$ cat src/rtl/cr_pkt_queue_ctrl.sv
// Per-flow retransmit packet-queue controller.
// Keeps a circular queue of (sequence, tx id) pairs. Two enqueue requesters
// (req0 = loss detection, req1 = timeout) share one write port through a
// round-robin arbiter. The tx scheduler pops entries from the head.
module cr_pkt_queue_ctrl #(
    parameter int                SEQ_W    = 32,
    parameter int                TXID_W   = 8,
    parameter int                IND_W    = 4,
    parameter logic [SEQ_W-1:0]  SEQ_NONE = {SEQ_W{1'b1}}
) (
    input  logic              clk,
    input  logic              rst_n,
    input  logic              flush,
    input  logic              req0_valid,
    input  logic [SEQ_W-1:0]  req0_seq,
    input  logic [TXID_W-1:0] req0_tx_id,
    output logic              req0_ready,
    input  logic              req1_valid,
    input  logic [SEQ_W-1:0]  req1_seq,
    input  logic [TXID_W-1:0] req1_tx_id,
    output logic              req1_ready,
    output logic              deq_valid,
    output logic [SEQ_W-1:0]  deq_seq,
    output logic [TXID_W-1:0] deq_tx_id,
    input  logic              deq_ready,
    output logic [IND_W:0]    queue_size,
    output logic              queue_full,
    output logic              queue_empty,
    output logic [15:0]       enq_ignored_cnt
);

    localparam int             DEPTH    = 2 ** IND_W;
    localparam logic [IND_W:0] DEPTH_SZ = (IND_W + 1)'(DEPTH);

    // Queue storage; deliberately left without reset.
    logic [SEQ_W-1:0]  seq_mem  [DEPTH];
    logic [TXID_W-1:0] txid_mem [DEPTH];

    // Control state.
    logic [IND_W-1:0] head_q, head_d;
    logic [IND_W-1:0] tail_q, tail_d;
    logic [IND_W:0]   size_q, size_d;
    logic             rr_q, rr_d;       // 0: req0 wins a tie, 1: req1 wins
    logic [15:0]      ign_cnt_q, ign_cnt_d;

    // Datapath intermediates.
    logic              arb_en;
    logic              grant0;
    logic              grant1;
    logic              enq_fire;
    logic              enq_none;
    logic              enq_wr;
    logic              deq_fire;
    logic [SEQ_W-1:0]  enq_seq;
    logic [TXID_W-1:0] enq_tx_id;

    // Status flags come straight from the registered occupancy.
    always_comb begin
        queue_full  = (size_q == DEPTH_SZ);
        queue_empty = (size_q == '0);
        queue_size  = size_q;
    end

    // Round-robin arbitration; readies are held low while in reset so that
    // no transfer can be seen as accepted during an abort.
    always_comb begin
        arb_en    = rst_n & ~flush & ~queue_full;
        grant0    = arb_en & req0_valid & (~req1_valid | ~rr_q);
        grant1    = arb_en & req1_valid & (~req0_valid |  rr_q);
        enq_fire  = grant0 | grant1;
        enq_seq   = grant1 ? req1_seq   : req0_seq;
        enq_tx_id = grant1 ? req1_tx_id : req0_tx_id;
        enq_none  = (enq_seq == SEQ_NONE);
        enq_wr    = enq_fire & ~enq_none;
        req0_ready = grant0;
        req1_ready = grant1;
    end

    // Dequeue view of the head entry; data forced to zero when not valid.
    always_comb begin
        deq_valid = ~queue_empty & ~flush;
        deq_fire  = deq_valid & deq_ready;
        deq_seq   = '0;
        deq_tx_id = '0;
        if (deq_valid) begin
            deq_seq   = seq_mem[head_q];
            deq_tx_id = txid_mem[head_q];
        end
    end

    // Next-state for pointers, occupancy, arbiter pointer and ignore counter.
    always_comb begin
        head_d    = head_q;
        tail_d    = tail_q;
        size_d    = size_q;
        rr_d      = rr_q;
        ign_cnt_d = ign_cnt_q;

        if (flush) begin
            // Flush wins over everything; arbiter and counter survive it.
            head_d = '0;
            tail_d = '0;
            size_d = '0;
        end else begin
            if (enq_wr) begin
                tail_d = tail_q + 1'b1;
            end
            if (deq_fire) begin
                head_d = head_q + 1'b1;
            end
            unique case ({enq_wr, deq_fire})
                2'b10:   size_d = size_q + 1'b1;
                2'b01:   size_d = size_q - 1'b1;
                default: size_d = size_q;
            endcase
        end

        // The next tie goes to whoever did not get this grant.
        if (enq_fire) begin
            rr_d = grant0;
        end

        if (enq_fire && enq_none && (ign_cnt_q != 16'hFFFF)) begin
            ign_cnt_d = ign_cnt_q + 16'd1;
        end
    end

    // Control registers with asynchronous reset.
    always_ff @(posedge clk or negedge rst_n) begin
        if (!rst_n) begin
            head_q    <= '0;
            tail_q    <= '0;
            size_q    <= '0;
            rr_q      <= 1'b0;
            ign_cnt_q <= '0;
        end else begin
            head_q    <= head_d;
            tail_q    <= tail_d;
            size_q    <= size_d;
            rr_q      <= rr_d;
            ign_cnt_q <= ign_cnt_d;
        end
    end

    // Storage write at the tail on a real (non-null) enqueue.
    always_ff @(posedge clk) begin
        if (enq_wr) begin
            seq_mem[tail_q]  <= enq_seq;
            txid_mem[tail_q] <= enq_tx_id;
        end
    end

    assign enq_ignored_cnt = ign_cnt_q;

endmodule

$ cat config.mk
export PLATFORM = sky130hd
export DESIGN_NAME = cr_pkt_queue_ctrl
export DESIGN_NICKNAME = d
export VERILOG_FILES = /design/src/rtl/cr_pkt_queue_ctrl.sv
export SDC_FILE = /design/constraint.sdc
export NUM_CORES = 1
export LEC_CHECK = 0
export ABC_AREA = 1
export CAP_MARGIN = 5
export CORE_MARGIN = 4
export CORE_UTILIZATION = 30
export CTS_CLUSTER_SIZE = 28
export DETAILED_ROUTE_END_ITERATION = 8
export PLACE_DENSITY_LB_ADDON = 0.3
export RECOVER_POWER = 50
export SLEW_MARGIN = 20
export SYNTH_ARGS = -nofsm -noshare
export SYNTH_HDL_FRONTEND = slang
export SYNTH_SLANG_ARGS = --single-unit
$ cat constraint.sdc
create_clock -name clk -period 5.2 [get_ports clk]
set_clock_uncertainty 0.15 [all_clocks]
set_input_delay 0.52 -clock clk [delete_from_list [all_inputs] [get_ports clk]]
set_output_delay 0.52 -clock clk [all_outputs]
set_load 0.05 [all_outputs]
==> flow_summary_export.csv <==
group,metric,value,unit
power_and_ir_drop,vdd_drop_max,0.260,mV
floorplan,io_pins,152,
timing,tns,0,ns
power_and_ir_drop,leakagePower,11.1,nW
synth,synthTopCellsByArea,"edfxtp_1 70%, o21ai_0 6.7%, nor2_1 5.0%",
global_route,gr-usage-met1,23.6,%
placement,port_buffers,151,
layout,area_growth,20.3,%
timing,relSlewSlack,-21.2,%
power_and_ir_drop,seqPwrFrac,39.9,%
timing,worst_pin_slew,1.82,ns
layout,drive_gt1_share,9.21,%
drt,first_pass_iters,5,
floorplan,coreArea,90700,um^2
placement,dp_hpwl,49.6,mm
synth,ys.warnings.count,0,
run_status,violations,"max-capacitance violations, max-slew violations",
clocking,cts_tree,"done",
clocking,cts_resized,0,
placement,dpl_worst_slack,0.444,ns
placement,place_area,31000,um^2
global_route,gr-total-overflow,0,
power_and_ir_drop,p_int,10.2,mW
clocking,cts.htree.levels,3,
clocking,post_cts_buffers,0,
clocking,clkSlewWorstSetupHoldPaths,0.06,ns
clocking,clock_latency,0.63,ns
drt,num_vias,19100,
timing,rsz0062_at_grt,"false",
floorplan,start_util,30.4,%
timing,fin_crit_sh,96.0,%
synth,netlist_area,27600,um^2
worst_setup_path,worstSetupPathType,"flip-flop to output pin",
global_route,use_met3,5.36,%
worst_setup_path,critPathRequiredTime,4.53,ns
layout,final_area,33200,um^2
global_route,grt_pass1_wl,125,mm
floorplan,dieArea,96900,um^2
synth,yosys_register_bits,670,
floorplan,die_h,311,um
power_and_ir_drop,combPwrFrac,26.7,%
global_route,grt.busiest_layer,"met2",
global_route,grt_usage,17.1,%
power_and_ir_drop,p_per_area,465,nW/um^2
run,maxCapViolCount,1,
global_route,grt_max_degree,164,
floorplan,row_count,110,
floorplan,dieWidth,311,um
worst_setup_path,crit_arrival,4.32,ns
worst_setup_path,reg2reg_depth,26,
timing,fin_ws,0.210,ns
worst_setup_path,startpoint_type,"flip-flop",
drt,antenna_left,0,
worst_hold_path,worstHoldPathType,"flip-flop to flip-flop",
timing,period_needed,4.99,ns
global_route,grt_antenna_before_repair,21,
global_route,use_met2,26.2,%
drt,remaining_drc_errors,0,
global_route,grt_pass1_vias,18600,
clocking,cts_buffer_depth,3,
clocking,cts_root_buf,"clkbuf_16",
timing,hold_violations,0,
worst_hold_path,hold_path_depth,2,
synth,yosys.cell_types.count,35,
drt,drt-total-wl,85.5,mm
drt,vias_per_cell,5.22,
clocking,hold_buffers,0,
timing,setup_violations,0,
timing,fmax,200,MHz
placement,gp_congestion,0.823,
synth,syn_inst,2254,
synth,synth_nets,2350,
layout,fillers,8616,
drt,drt_iter0_markers,1738,
synth,ys_seq_area_share,72.3,%
power_and_ir_drop,p_clk_share,33.4,%
layout,layout.nets,2515,
worst_setup_path,cp_max_fo,59,
synth,synth_top_area_share,69.6,%
timing,final_max_slew_viol_count,31,
clocking,cts_buffers,73,
worst_setup_path,end_kind,"output pin",
power_and_ir_drop,power,15.4,mW
power_and_ir_drop,swShare,33.7,%
synth,syn_area_per_cell,12.2,um^2
power_and_ir_drop,p_switching,5.21,mW
drt,wl_per_cell,23.3,um
synth,synth_area_leader_cell,"edfxtp_1",
clocking,clock_sinks,670,
run_status,status,"finished with violations",
-- synthesized netlist by cell type (all sizes together) --
cell type	n
a21oi	6
clkinv	3
clkbuf	127
nor4	5
buf	27
nand4	29
inv	50
dfrtp	30
fa	1
a211oi	1
xor2	15
nor3	5
o221ai	40
edfxtp	640
o21ai	388
ha	9
nand3	17
nor2	371
o22ai	120
xnor2	3
nand2	327
a31oi	40
-- flip-flops by register name (all words and copies together), names as in the netlist --
| register | cells |
|---|---|
| seq_mem | 512 |
| txid_mem | 128 |
| enq_ignored_cnt | 16 |
| tail_q | 4 |
| rr_q | 1 |
| head_q | 4 |
| queue_size | 5 |
-- cells in the final DEF (no fill, tap or decap), drive strengths merged, types with 15 or more instances in the layout --
cell / Yosys / final
buf: 27 / 66
dlygate4sd3: 0 / 25
o21ai: 388 / 388
nand3: 17 / 17
a31oi: 40 / 40
inv: 50 / 59
dfrtp: 30 / 30
clkbuf: 127 / 120
xor2: 15 / 15
clkdlybuf4s50: 0 / 125
nand2: 327 / 327
edfxtp: 640 / 640
o221ai: 40 / 40
clkinv: 3 / 26
o22ai: 120 / 120
nand4: 29 / 29
nor2: 371 / 371
-- layer usage --
layer,wire length (um),vias to the layer above,part of all wire [%]
met3,8600,126,10
met5,79,-,0.092
met4,1760,12,2.1
met1,36900,9607,43
li1,-,8590,-
met2,38100,796,45
-- critical path, stage by stage (launching register included) --
cell	delay [ns]
dfrtp_4	0.71
inv_4	0.68
buf_4	0.37
o21ai_0	0.12
o221ai_1	0.21
o21ai_0	0.12
nand2_1	0.09
nand2_1	0.05
a31oi_1	0.39
clkdlybuf4s50_1	0.89
-- cells by family after synthesis --
| group | Yosys count | share of synthesized area [%] |
|---|---|---|
| buf+inv | 207 | 3.22 |
| fa+ha+maj | 10 | 0.480 |
| flops | 670 | 72.3 |
| simple gates | 754 | 11.0 |
| compound gates | 595 | 12.4 |
| xor+xnor | 18 | 0.571 |
-- worst paths after layout --
check / start / slack [ns] / end
worst max register to register: rr_q / 0.51 / queue_size[4]
worst min-delay path: enq_ignored_cnt[15] / 0.38 / enq_ignored_cnt[15]
worst min register to register: enq_ignored_cnt[15] / 0.38 / enq_ignored_cnt[15]
max in group asynchronous: rst_n / 2.80 / head_q[0]
min in group asynchronous: rst_n / 0.81 / enq_ignored_cnt[0]
worst max-delay path: head_q[1] / 0.21 / deq_seq[13]
-- layout make-up --
class	instances	area, um^2	share of cell area (%)
Multi-Input combinational cell	1377	6840	20.6
Antenna cell	13	32.5	0.0979
Timing Repair Buffer	244	2310	6.97
Clock inverter	39	454	1.37
Inverter	53	211	0.637
Tap cell	1176	1470	4.43
Clock buffer	92	1920	5.77
Sequential cell	670	20000	60.1
-- power groups by stage --
stage / Sequential, mW / Clock [mW] / Combinational (mW)
finish: 6.15 / 5.16 / 4.12
global route: 6.16 / 5.50 / 4.52
detailed placement: 6.26 / 0 / 4.19
global placement: 6.26 / 0 / 4.12
CTS: 6.15 / 5.27 / 4.20
floorplan: 6.22 / 0 / 2.73
-- stage by stage --
stage | hold WS [ns] | std cells | util (%)
3_5_place_dp | 0.367 | 3520 | 34.1
6_report | 0.384 | 3664 | 36.6
2_1_floorplan | 0.0744 | 2254 | -
4_1_cts | 0.170 | 3651 | 36.7
5_1_grt | 0.416 | 3652 | 36.6
3_3_place_gp | 0.359 | 3520 | 34.1
(Power assumes the default switching activity.)
